`config.mk`:
```
export PLATFORM = sky130hd
export DESIGN_NAME = ifu_fetch
export DESIGN_NICKNAME = d
export VERILOG_FILES = /design/src/rtl/ifu_fetch.sv
export SDC_FILE = /design/constraint.sdc
export NUM_CORES = 1
export LEC_CHECK = 0
export CORE_UTILIZATION = 40
export DETAILED_ROUTE_END_ITERATION = 8
export HOLD_SLACK_MARGIN = 0.08
export PLACE_DENSITY = 0.69
export SETUP_SLACK_MARGIN = 0.15
export SLEW_MARGIN = 10
export SYNTH_ARGS = -nofsm -noshare
export SYNTH_HDL_FRONTEND = slang
export SYNTH_SLANG_ARGS = --single-unit
```
`constraint.sdc`:
```
create_clock -name clk -period 2.71 [get_ports clk]
set_input_delay 0.542 -clock clk [delete_from_list [all_inputs] [get_ports clk]]
set_output_delay 0.542 -clock clk [all_outputs]
set_load 0.02 [all_outputs]
```
`src/rtl/ifu_fetch.sv`:
```
// ifu_fetch: instruction fetch unit, producer side of the IF/ID register.
// Issues PC-ordered requests to the instruction ROM over req/gnt/rvalid,
// keeps returned words in an in-order fetch buffer and presents the head
// entry to if_id. Handles EX jump redirects and ctrl hold requests.
// Ports:
//   clk, rstn                 clock, async active-low reset
//   jump_en_i, jump_addr_i    redirect request and target (word aligned)
//   hold_en_i                 bit0 stalls PC/requests, bit1 loads IF/ID
//   rom_req_o, rom_addr_o     ROM request channel
//   rom_gnt_i                 ROM accepts the request this cycle
//   rom_rvalid_i, rom_rdata_i in-order ROM responses
//   inst_o, instaddr_o        instruction and address to if_id
//   empty_o                   buffer head holds no instruction
// Optional macro IFU_RVALID_BYPASS_EN forwards a response that fills the
// head entry straight to inst_o in the same cycle.

`ifndef INST_NOP
`define INST_NOP 32'h0000_0013
`endif

module ifu_fetch #(
    parameter logic [31:0] RESET_ADDR = 32'h0000_0000,
    parameter int unsigned DEPTH      = 2
) (
    input  logic        clk,
    input  logic        rstn,
    input  logic        jump_en_i,
    input  logic [31:0] jump_addr_i,
    input  logic [4:0]  hold_en_i,
    output logic        rom_req_o,
    output logic [31:0] rom_addr_o,
    input  logic        rom_gnt_i,
    input  logic        rom_rvalid_i,
    input  logic [31:0] rom_rdata_i,
    output logic [31:0] inst_o,
    output logic [31:0] instaddr_o,
    output logic        empty_o
);

    localparam int unsigned AW = (DEPTH > 1) ? $clog2(DEPTH) : 1;
    localparam int unsigned CW = AW + 1;
    // Repeated jumps can stack stale responses beyond DEPTH.
    localparam int unsigned DW = AW + 4;

    logic [31:0]      fetch_pc;
    logic [DEPTH-1:0] reserved;
    logic [DEPTH-1:0] filled;
    logic [31:0]      addr_q [DEPTH];
    logic [31:0]      data_q [DEPTH];
    logic [AW-1:0]    wr_ptr;
    logic [AW-1:0]    rd_ptr;
    logic [AW-1:0]    fl_ptr;
    logic [CW-1:0]    res_cnt;
    logic [CW-1:0]    unf_cnt;
    logic [DW-1:0]    discard_cnt;

    logic        full;
    logic        acc;
    logic        rsp_drop;
    logic        rsp_fill;
    logic        rsp_any;
    logic        head_hit;
    logic        head_valid;
    logic        pop;
    logic [31:0] head_data;
    logic        unused_bits;

    assign unused_bits = ^{hold_en_i[4:2], jump_addr_i[1:0]};

    assign full       = (res_cnt == CW'(DEPTH));
    assign rom_req_o  = rstn & ~jump_en_i & ~hold_en_i[0] & ~full;
    assign rom_addr_o = fetch_pc;
    assign acc        = rom_req_o & rom_gnt_i;

    assign rsp_drop = rom_rvalid_i & (discard_cnt != '0);
    assign rsp_fill = rom_rvalid_i & (discard_cnt == '0)
                    & (unf_cnt != '0);
    assign rsp_any  = rsp_drop | rsp_fill;

`ifdef IFU_RVALID_BYPASS_EN
    // Fill pointer equals rd_ptr whenever the head is reserved-unfilled.
    assign head_hit  = rsp_fill & reserved[rd_ptr] & ~filled[rd_ptr];
    assign head_data = filled[rd_ptr] ? data_q[rd_ptr] : rom_rdata_i;
`else
    assign head_hit  = 1'b0;
    assign head_data = data_q[rd_ptr];
`endif

    assign head_valid = filled[rd_ptr] | head_hit;
    assign pop        = hold_en_i[1] & head_valid & ~jump_en_i;
    assign empty_o    = ~head_valid;
    assign inst_o     = (head_valid & ~jump_en_i) ? head_data
                                                  : `INST_NOP;
    assign instaddr_o = reserved[rd_ptr] ? addr_q[rd_ptr] : fetch_pc;

    always_ff @(posedge clk or negedge rstn) begin
        if (!rstn) begin
            fetch_pc    <= RESET_ADDR;
            reserved    <= '0;
            filled      <= '0;
            wr_ptr      <= '0;
            rd_ptr      <= '0;
            fl_ptr      <= '0;
            res_cnt     <= '0;
            unf_cnt     <= '0;
            discard_cnt <= '0;
            for (int i = 0; i < DEPTH; i++) begin
                addr_q[i] <= '0;
                data_q[i] <= '0;
            end
        end else if (jump_en_i) begin
            // Outstanding unfilled slots become stale responses; one
            // arriving now is consumed against that total.
            fetch_pc    <= {jump_addr_i[31:2], 2'b00};
            reserved    <= '0;
            filled      <= '0;
            wr_ptr      <= '0;
            rd_ptr      <= '0;
            fl_ptr      <= '0;
            res_cnt     <= '0;
            unf_cnt     <= '0;
            discard_cnt <= discard_cnt + DW'(unf_cnt) - DW'(rsp_any);
        end else begin
            if (acc) begin
                reserved[wr_ptr] <= 1'b1;
                addr_q[wr_ptr]   <= fetch_pc;
                fetch_pc         <= fetch_pc + 32'd4;
                wr_ptr           <= wr_ptr + 1'b1;
            end
            if (rsp_fill) begin
                filled[fl_ptr] <= 1'b1;
                data_q[fl_ptr] <= rom_rdata_i;
                fl_ptr         <= fl_ptr + 1'b1;
            end
            // Placed last so a bypassed fill of the head is freed.
            if (pop) begin
                reserved[rd_ptr] <= 1'b0;
                filled[rd_ptr]   <= 1'b0;
                rd_ptr           <= rd_ptr + 1'b1;
            end
            if (rsp_drop) begin
                discard_cnt <= discard_cnt - 1'b1;
            end
            res_cnt <= res_cnt + CW'(acc) - CW'(pop);
            unf_cnt <= unf_cnt + CW'(acc) - CW'(rsp_fill);
        end
    end

    always_ff @(posedge clk) begin
        if (rstn) begin
            assert (!(rom_rvalid_i && unf_cnt == '0
                      && discard_cnt == '0))
            else $error("ifu_fetch: rom_rvalid_i with nothing pending");
        end
    end

endmodule

```
Word-level counts from Yosys, hierarchy flattened. Cells that the tools add are included.

Bits in registers: 176.

Equal/unequal tests: 1. Bitwise logic cells: 23. Mux-type cells: 44. Reductions and logical operators: 14. Order comparisons: 11. $add $sub $neg: 11.

Operators with widths (number): $mux W32 (12); $bwmux W64 (2); $demux W32 S1 (2); $add A32 B3 Y32 const B (1); $mux W2 (10); $mux W1 (13); $and A1 B1 Y1 (10); $mux W5 (2); $reduce_bool A2 Y1 (5); $ge A2 B2 Y1 const B (3); $lt A1 B2 Y1 const B (3); $not A1 Y2 (3); $add A5 B2 Y5 (1); $logic_and A1 B1 Y1 (5); $logic_not A5 Y1 (1); $reduce_bool A5 Y1 (1); $sub A5 B1 Y5 (1); $sub A5 B1 Y5 const B (1); $add A2 B1 Y2 (2); $and A2 B2 Y2 (2); $lt A2 B1 Y1 const B (2); $not A1 Y1 (4); $or A2 B2 Y2 (2); $reduce_and A2 Y1 (2); 7 further kinds (14).

Logic depth before layout (Yosys ltp). Gate-level depths: netlist (run 1).

Depth after elaboration: 10. Mapped depth: 15.

Least setup slack after synthesis (run 1). OpenSTA, ideal clock, no wires.

Kind: register -> register. Start: register rd_ptr. End: register res_cnt[1]. Slack: 0.132 ns. Arrival time: 2.447 ns. Cell stages (with the launch flop): 13. Data required time: 2.578 ns. Library setup time: 0.132 ns. Cell sequence: dfrtp_1 > buf_2 > mux2i_1 > or2_2 > clkbuf_1 > clkbuf_1 > nor2_1 > ha_1 > inv_1 > ha_1 > xor2_1 > xnor2_1 > nor2_1.

Longest elaborated chain between the ends: 6.

Ends and longest elaborated chain: from (decl) (RTL line 51) `logic [AW-1:0] rd_ptr;`; from (signal assigned) (RTL line 139) `rd_ptr <= rd_ptr + 1'b1;`; $mux W1 (implied by the code) (2 in a row) (RTL line 89) `assign head_valid = filled[rd_ptr] | head_hit;`; $and A1 B1 Y1 (2 in a row) (RTL line 90) `assign pop = hold_en_i[1] & head_valid & ~jump_en_i;`; $sub A2 B1 Y2 (RTL line 144) `res_cnt <= res_cnt + CW'(acc) - CW'(pop);`; $mux W2 (RTL line 111) `end else if (jump_en_i) begin`; to (signal assigned) (RTL line 144); to (decl) (RTL line 53) `logic [CW-1:0] res_cnt;`.

Every way passes these cells. The select of a mux whose other input is x is not followed. A chain may end at the register's enable or synchronous reset.

Worst setup path after layout (run 1).
Start: register rd_ptr. End: output port inst_o[1].

Longest elaborated chain between the ends: 5.

Ends and longest elaborated chain: $not A1 Y2 (implied by the code) (RTL line 86) `assign head_data = data_q[rd_ptr];`; $mux W32 (implied by the code) (3 in a row) (RTL line 86); $mux W32 (no source line) (*); to (decl) (RTL line 35) `output logic [31:0] inst_o,`.

Every way passes the cells marked *; elsewhere a longest branch is shown, timed or not. The select of a mux whose other input is x is not followed.

==> results of run 1 <==
==> per-layer routing <==
metal	GRT usage (%)	routed length, µm
met4	7.041	395
met5	0	0
met2	30.19	9646
met1	25.85	9370
met3	6.280	1691
==> cell families after synthesis <==
group,Yosys count
AND/OR/NAND/NOR,211
multiplexers,187
flip-flops,170
AO/OA/AOI/OAI,107
buffers and inverters,77
adder cells (fa/ha/maj),16
XOR/XNOR,11
other,1
==> worst max-delay path by stage <==
stage / to / slack (ns) / depth (start not counted)
after floorplan: discard_cnt[4] / 0.17 / 15
after global placement: discard_cnt[4] / 0.02 / 13
final: inst_o[1] / 0.18 / 5
after global routing: inst_o[1] / 0.11 / 5
after CTS: inst_o[1] / 0.01 / 5
after detailed placement: discard_cnt[4] / -0.02 / 13
==> sequential cells by signal, indices dropped and copies added (netlist names) <==
name         cells
res_cnt          2
rom_addr_o      30
data_q          64
rd_ptr           1
addr_q          60
fl_ptr           1
wr_ptr           1
discard_cnt      5
unf_cnt          2
reserved         2
filled           2
==> what timing repair did <==
item                       in CTS  in global routing
gates resized for setup        96                134
setup endpoints to repair      63                 63
buffers inserted                0                  7
pin swaps                       0                  8
gates cloned                    0                  1
==> cells in the mapped netlist, drive strengths merged <==
| cell type | count | share of area (%) |
|---|---|---|
| and4 | 1 | 0.10 |
| a311oi | 2 | 0.20 |
| nor2b | 5 | 0.36 |
| and2b | 1 | 0.086 |
| mux2 | 122 | 16 |
| xor2 | 3 | 0.30 |
| xnor2 | 8 | 0.80 |
| a211o | 4 | 0.40 |
| dfrtp | 170 | 49 |
| nand4bb | 1 | 0.32 |
| conb | 1 | 0.043 |
| a32oi | 1 | 0.10 |
| inv | 20 | 0.86 |
| nor4 | 9 | 1.2 |
| o211ai | 9 | 0.77 |
| nand3b | 1 | 0.086 |
| or3 | 7 | 0.50 |
| nor3 | 4 | 0.23 |
| nand3 | 21 | 1.3 |
| buf | 36 | 2.2 |
| fa | 1 | 0.23 |
| a221o | 6 | 0.69 |
| a31oi | 6 | 0.43 |
| nor2 | 55 | 2.5 |
| and3 | 5 | 0.36 |
| o311ai | 8 | 0.80 |
| o31ai | 1 | 0.086 |
| mux2i | 65 | 7.5 |
| or4 | 3 | 0.26 |
| nor4b | 1 | 0.10 |
| or2 | 2 | 0.14 |
| nor3b | 2 | 0.17 |
| o21ai | 52 | 3.0 |
| and2 | 3 | 0.22 |
| clkbuf | 21 | 0.90 |
| o22ai | 1 | 0.072 |
| a31o | 1 | 0.10 |
| nand4 | 19 | 1.7 |
| ha | 15 | 2.2 |
| a41oi | 1 | 0.10 |
| a22oi | 2 | 0.17 |
| a21oi | 8 | 0.46 |
| nand2 | 71 | 3.1 |
| a21o | 5 | 0.43 |
==> where the power goes <==
group | switching [mW] | internal (mW)
Clock | 1.08 | 1.28
Sequential | 0.253 | 2.86
Combinational | 0.752 | 0.832
Total | 2.09 | 4.97
==> cell type report <==
cell class,count,area [µm²],share of cell area [%]
multi-input combinational,536,4192,37.39
antenna,1,2.502,0.02232
clock inverter,14,141.4,1.261
sequential,170,4258,37.98
inverter,20,75.07,0.6696
timing repair buffer,206,1773,15.81
tap,275,344.1,3.069
clock buffer,17,425.4,3.795
==> worst register-to-register path, cell delays in order, from the launching register on <==
cell      delay (ns)
dfrtp_1         0.43
inv_2           0.10
ha_4            0.13
nand3b_1        0.12
nand2_1         0.12
nand2_1         0.06
ha_1            0.29
inv_1           0.06
ha_2            0.17
inv_2           0.04
fa_2            0.39
inv_2           0.06
a21oi_2         0.04
nor2_2          0.13
a211o_1         0.12
nand4_1         0.08
==> key figures, run 1 <==
Yosys
  • Gate count of the mapped netlist: 780
  • Post-synthesis share of cell area spent on full adders, half adders and majority gates: 2.382%
  • Compound-Gate Fraction of Synth Area: under 10%
  • Synth unique cells: 58
  • Dominant combinational cell family by area after synthesis: multiplexers
  • Number of warnings issued by yosys: 0
  • XOR/XNOR Fraction of Synth Area: 1.105%
  • Post-Synthesis Mean Instance Area: between 10 and 15 µm²
  • Sequential cell area fraction in the yosys report: between 40% and 50%
  • Mux share of post-synthesis cell area: ~23%
  • Seq cells post-synth: 170
  • Area share of and/or/nand/nor cells after synthesis: ~13%
  • Netlist Area Pre-Place: about 0.0087 mm²

Placed design
  • Weighted congestion at the end of routability-driven global placement: between 0.7 and 0.8
  • Placement Cell Area: about 0.011 mm²
  • Half-perimeter wire length after detailed placement: ~14000 µm
  • Placement Setup Slack: -0.02333 ns
  • Dpl cells: around 1200
  • Port bufs: between 150 and 200

Power and ir drop
  • Worst IR Drop VDD: ~0.00047 V
  • Power per cell area: roughly 630 mW/mm²
  • Leakage power of the design: approximately 5.0 nW
  • Overall Power: between 7 and 8 mW

Worst setup path
  • Reg-to-reg setup timing slack: 0.25 ns
  • Cell breakdown of the critical path: mux2i_2 > or2_4 > buf_12 > a211o_1 > clkbuf_2
  • Highest fanout seen on the critical path: 19
  • Setup crit end kind: output pin
  • Type of element launching the critical path: register
  • Crit Reg-Reg Startpoint: discard_cnt[3]
  • Critical Path Max Stage Delay: 0.53 ns
  • Combined buffer and inverter count along the critical path: 2
  • Worst Reg2Reg Path Length in Cells: 15
  • Critical Path RT: ~2.2 ns
  • R2R Path End: discard_cnt[4]
  • Arrival time reported for the critical path endpoint: between 1.5 and 2 ns
  • Slowest cell on the critical path: dfrtp_4
  • Classification of the worst setup path: reg2out
  • Kind of cell with the highest combined delay on the critical path: flip-flops
  • Launch point of the worst path: rd_ptr

Clock network
  • Total clock buffers created by CTS: 17
  • Number of sinks handled by clock tree synthesis: 170
  • Clock tree buffer depth: 2
  • # H-tree levels: 4
  • Insertion delay of the later-clocked pin in the worst-skew pair: 0.44 ns
  • CTS clock-pin slew for the worst setup and hold paths: around 0.070 ns
  • Hold Buf Count CTS: 0
  • Clock tree from TritonCTS: done
  • Root cell of the clock tree: clkbuf_16

Global route
  • Initial antenna violation count: 1
  • Pin count of the biggest net entering global routing: 171
  • Overall track demand over capacity in global routing: between 10% and 20%
  • Wire length of the first global-routing pass: around 34000 µm
  • Vias in the first global route: about 6500
  • Congestion Overflow GR: 0

Floorplan
  • Horizontal die dimension: 149.6 µm
  • Die area: between 0.02 and 0.025 mm²
  • Number of ports placed on the die boundary: around 170
  • Height of the die: ~150 µm
  • Core outline area: 0.02122 mm²
  • Number of rows created at floorplan: between 50 and 60
  • Initial Utilization: roughly two fifths

Job
  • Number of max-capacitance violations reported: 0

Drt
  • Via count of the routed design: between 6000 and 7000
  • Starting DRC count in detailed routing: between 300 and 400
  • Count of unresolved DRC violations after routing: 0
  • Routed length per instance: ~17 µm
  • Number of vias per cell: about 5.3
  • First-pass detailed-route iteration total: 5
  • Final wirelength: 21100 µm
  • Post-route antenna net violation count: 0

Final layout
  • Non-filler instance count after layout: between 1000 and 1500
  • Share of layout cells above drive strength 1: about 29%
  • Count of filler cells inserted in the layout: 1925
  • Most frequent cells in the layout: dfrtp_1, mux2_2, clkdlybuf4s50_1
  • Summed area of non-filler cells in the final layout: 0.01121 mm²
  • Most frequent standard cell in the layout excluding fill and tap cells: dfrtp_1
  • Net total in the final layout: roughly 1000
  • Utilization after layout: 52.83%
  • Area growth syn-to-layout: 28.59%

STA
  • Min Tclk post-route: between 2 and 3 ns
  • Upper clock frequency limit: slightly below 400 MHz
  • Setup violation total in the final timing report: 0
  • Setup Total Neg Slack: 0 ns
  • Worst rel slew slack: 37.97%
  • Final slew viol count: 0
  • Final hold slack: between 0.2 and 0.3 ns
  • Fraction of the cycle the final worst path needs: between 90% and 100%
  • Final worst clock skew: between 0.01 and 0.015 ns
  • PnR worst setup slack: 0.1818 ns
  • Final hold violation count: 0
  • RSZ-0062 raised after global routing: true
  • Pin slew with the least headroom to its limit: ~0.93 ns

Min path
  • Path class of the lowest-slack min-delay path: in2async

Run status
  • Run status: finished clean
Note: power is estimated with default switching activity, not from simulation.
==> inputs of run 2 (changes only) <==
--- a/config.mk
+++ b/config.mk
@@ -5,10 +5,13 @@
 export SDC_FILE = /design/constraint.sdc
 export NUM_CORES = 1
 export LEC_CHECK = 0
-export CORE_UTILIZATION = 40
+export CAP_MARGIN = 10
+export CELL_PAD_IN_SITES_DETAIL_PLACEMENT = 1
+export CELL_PAD_IN_SITES_GLOBAL_PLACEMENT = 1
+export CORE_UTILIZATION = 37
 export DETAILED_ROUTE_END_ITERATION = 8
-export HOLD_SLACK_MARGIN = 0.08
-export PLACE_DENSITY = 0.69
+export HOLD_SLACK_MARGIN = 0.15
+export PLACE_DENSITY = 0.79
 export SETUP_SLACK_MARGIN = 0.15
 export SLEW_MARGIN = 10
 export SYNTH_ARGS = -nofsm -noshare
==> run 2 against run 1 <==
  * Critical path depth is the same
  * Cell area grew 2.4%
  * Combinational power is essentially flat
  * Global-route usage grew 1.2 points
  * Clock power grew 12%
  * Power grew 4.4%
==> key figures, run 2 (synthesis gave the netlist of run 1 again) <==
Worst setup path
  • R2R Path End: discard_cnt[4]
  • Critical Path RT: 2.17 ns (about the same)
  • Launch point of the worst path: rd_ptr
  • Critical Path Max Stage Delay: 0.53 ns (about the same)
  • Reg-to-reg setup timing slack: 0.26 ns (about the same)
  • Classification of the worst setup path: reg2out
  • Cell breakdown of the critical path: mux2i_4 > or2_4 > buf_12 > a211o_1 > buf_2
  • Slowest cell on the critical path: dfrtp_4
  • Crit Reg-Reg Startpoint: discard_cnt[3]
  • Worst Reg2Reg Path Length in Cells: 15 (unchanged)
  • Capture point of the critical path: inst_o[4]
  • Combined buffer and inverter count along the critical path: 2 (unchanged)
  • Arrival time reported for the critical path endpoint: 2.02 ns (+0.03 ns)
  • Highest fanout seen on the critical path: 6 (-13)
  • Kind of cell with the highest combined delay on the critical path: flip-flops
  • Type of element launching the critical path: register
  • Cell count along the critical path: 5 (unchanged)
  • Setup crit end kind: output pin

Global route
  • Pin count of the biggest net entering global routing: 159 (-7.0%)
  • Vias in the first global route: 7443 (+14%)
  • Initial antenna violation count: 0 (-1)
  • Congestion Overflow GR: 0 (unchanged)
  • Wire length of the first global-routing pass: 39320 µm (+16%)
  • Overall track demand over capacity in global routing: 20.87% (+1.2 points)

STA
  • Min Tclk post-route: 2.561 ns (+0.03303 ns)
  • Upper clock frequency limit: 390.4 MHz (-1.3%)
  • Setup Total Neg Slack: 0 ns (unchanged)
  • Fraction of the cycle the final worst path needs: 94.51% (+1.2 points)
  • Final slew viol count: 0 (unchanged)
  • Final hold violation count: 0 (unchanged)
  • Pin slew with the least headroom to its limit: 0.8852 ns (-0.04522 ns)
  • Final worst clock skew: 0.01148 ns (+0.001154 ns)
  • Worst rel slew slack: 40.99% (+3.0 points)
  • Setup violation total in the final timing report: 0 (unchanged)
  • RSZ-0062 raised after global routing: true

Power and ir drop
  • Overall Power: 7.370 mW (+4.4%)
  • Worst IR Drop VDD: 0.0003106 V (-33%)
  • Leakage power of the design: 5.157 nW (+2.4%)
  • Power per cell area: 641.7 mW/mm² (+1.9%)

Clock network
  • Clock tree buffer depth: 2 (unchanged)
  • Insertion delay of the later-clocked pin in the worst-skew pair: 0.43 ns (about the same)
  • # H-tree levels: 4 (unchanged)
  • Total clock buffers created by CTS: 17 (unchanged)
  • Root cell of the clock tree: clkbuf_16
  • Number of sinks handled by clock tree synthesis: 170 (unchanged)
  • Clock tree from TritonCTS: done
  • CTS clock-pin slew for the worst setup and hold paths: 0.07 ns (about the same)

Floorplan
  • Number of ports placed on the die boundary: 172 (unchanged)
  • Height of the die: 155.5 µm (+3.9%)
  • Die area: 0.02418 mm² (+8.0%)
  • Horizontal die dimension: 155.5 µm (+3.9%)
  • Core outline area: 0.02285 mm² (+7.7%)
  • Number of rows created at floorplan: 55 (+3.8%)
  • Initial Utilization: 38.16% (-2.9 points)

Placed design
  • Half-perimeter wire length after detailed placement: 16220 µm (+15%)
  • Placement Cell Area: 0.01090 mm² (+0.74%)
  • Dpl cells: 1238 (+3.3%)
  • Weighted congestion at the end of routability-driven global placement: 0.7595 (-4.8%)
  • Port bufs: 162 (unchanged)

Final layout
  • Area growth syn-to-layout: 31.73%
  • Non-filler instance count after layout: 1281 (+3.4%)
  • Summed area of non-filler cells in the final layout: 0.01148 mm² (+2.4%)
  • Most frequent standard cell in the layout excluding fill and tap cells: dfrtp_1
  • Net total in the final layout: 1045 (+0.38%)
  • Number of flip-flops in the largest register: 64 (unchanged)
  • Most frequent cells in the layout: dfrtp_1, mux2_2, clkdlybuf4s50_1
  • Utilization after layout: 50.27% (-2.6 points)
  • Antenna diodes: 0 (-1)
  • Register containing the most flip-flops in the final layout: data_q
  • Share of layout cells above drive strength 1: 28.20% (-0.77 points)

Drt
  • Routed length per instance: 19.22 µm (+13%)
  • Final wirelength: 24620 µm (+17%)
  • Count of unresolved DRC violations after routing: 0 (unchanged)
  • Post-route antenna net violation count: 0 (unchanged)
  • First-pass detailed-route iteration total: 4 (-1)
  • Starting DRC count in detailed routing: 235 (-41%)
  • Via count of the routed design: 6740 (+2.4%)
  • Number of vias per cell: 5.262 (-1.0%)

Min path
  • Path class of the lowest-slack min-delay path: reg2reg
  • Worst hold start: data_q[46]

Job
  • Number of max-capacitance violations reported: 0 (unchanged)

Run status
  • Run status: finished clean
run 2: changes by cell type in the layout (fill, tap and decap cells not counted), sizes merged:
| cell | before | now |
|---|---|---|
| buf | 57 | 71 |
| bufinv | 1 | 3 |
| clkbuf | 62 | 45 |
| clkdlybuf4s15 | 3 | 5 |
| clkinv | 6 | 1 |
| clkinvlp | 2 | 1 |
| diode | 1 | 0 |
| dlygate4sd2 | 4 | 11 |
| dlygate4sd3 | 0 | 1 |
| inv | 25 | 27 |
run 2: layout make-up:
cell class,count,area (µm²)
clock buffers,20,466.7
flip-flops and latches,170,4258
well taps,313,391.6
repair buffers,210,1934
clock inverters,12,175.2
fillers,2466,11360
multi-input cells,536,4184
inverters,20,75.07
run 2: worst reg2reg max path: stages (launching register included):
cell	delay (ns)
dfrtp_1	0.40
inv_2	0.08
ha_2	0.18
nand3b_1	0.12
nand2_1	0.10
nand2_1	0.06
ha_1	0.28
inv_1	0.06
ha_1	0.16
inv_1	0.06
fa_2	0.34
inv_1	0.06
a21oi_1	0.05
nor2_1	0.16
a211o_1	0.14
nand4_1	0.09
run 2: where the power goes:
part | total [mW] | switching [mW] | internal (mW)
Combinational | 1.59 | 0.784 | 0.810
Clock | 2.66 | 1.10 | 1.56
Sequential | 3.11 | 0.258 | 2.86
Total | 7.37 | 2.15 | 5.22
run 2: metal layers:
metal	global-route usage, %	part of all wire [%]	up-vias
met3	5.961	6.3	19
met2	36.19	50	172
li1	-	-	3124
met1	25.36	42	3425
met5	0	0	-
met4	5.369	0.88	0
run 2: how the worst min path moves through the flow:
stage                 end  slack, ns  cells after the start
5_1_grt        data_q[28]       0.51                      1
3_3_place_gp   addr_q[17]       0.47                      2
3_5_place_dp   data_q[47]       0.48                      1
2_1_floorplan  addr_q[10]       0.25                      0
6_report       data_q[46]       0.49                      1
4_1_cts        data_q[46]       0.49                      1
run 2: metrics by stage:
stage | hold slack (ns) | worst slack, ns
final | 0.4882 | 0.1488
after global routing | 0.5115 | 0.06773
after CTS | 0.4946 | 0.1414
after detailed placement | 0.4754 | -0.06744
after global placement | 0.4689 | 0.004244
after floorplan | 0.2464 | 0.1698
run 2: what timing repair did:
item                       4_1_cts  5_1_grt
setup endpoints to repair       64       42
hold buffers                     1        0
pin swaps                        1        4
gates resized for setup        152       81
gates cloned                     0        3
buffers inserted                 2        5
hold endpoints to repair        12        0
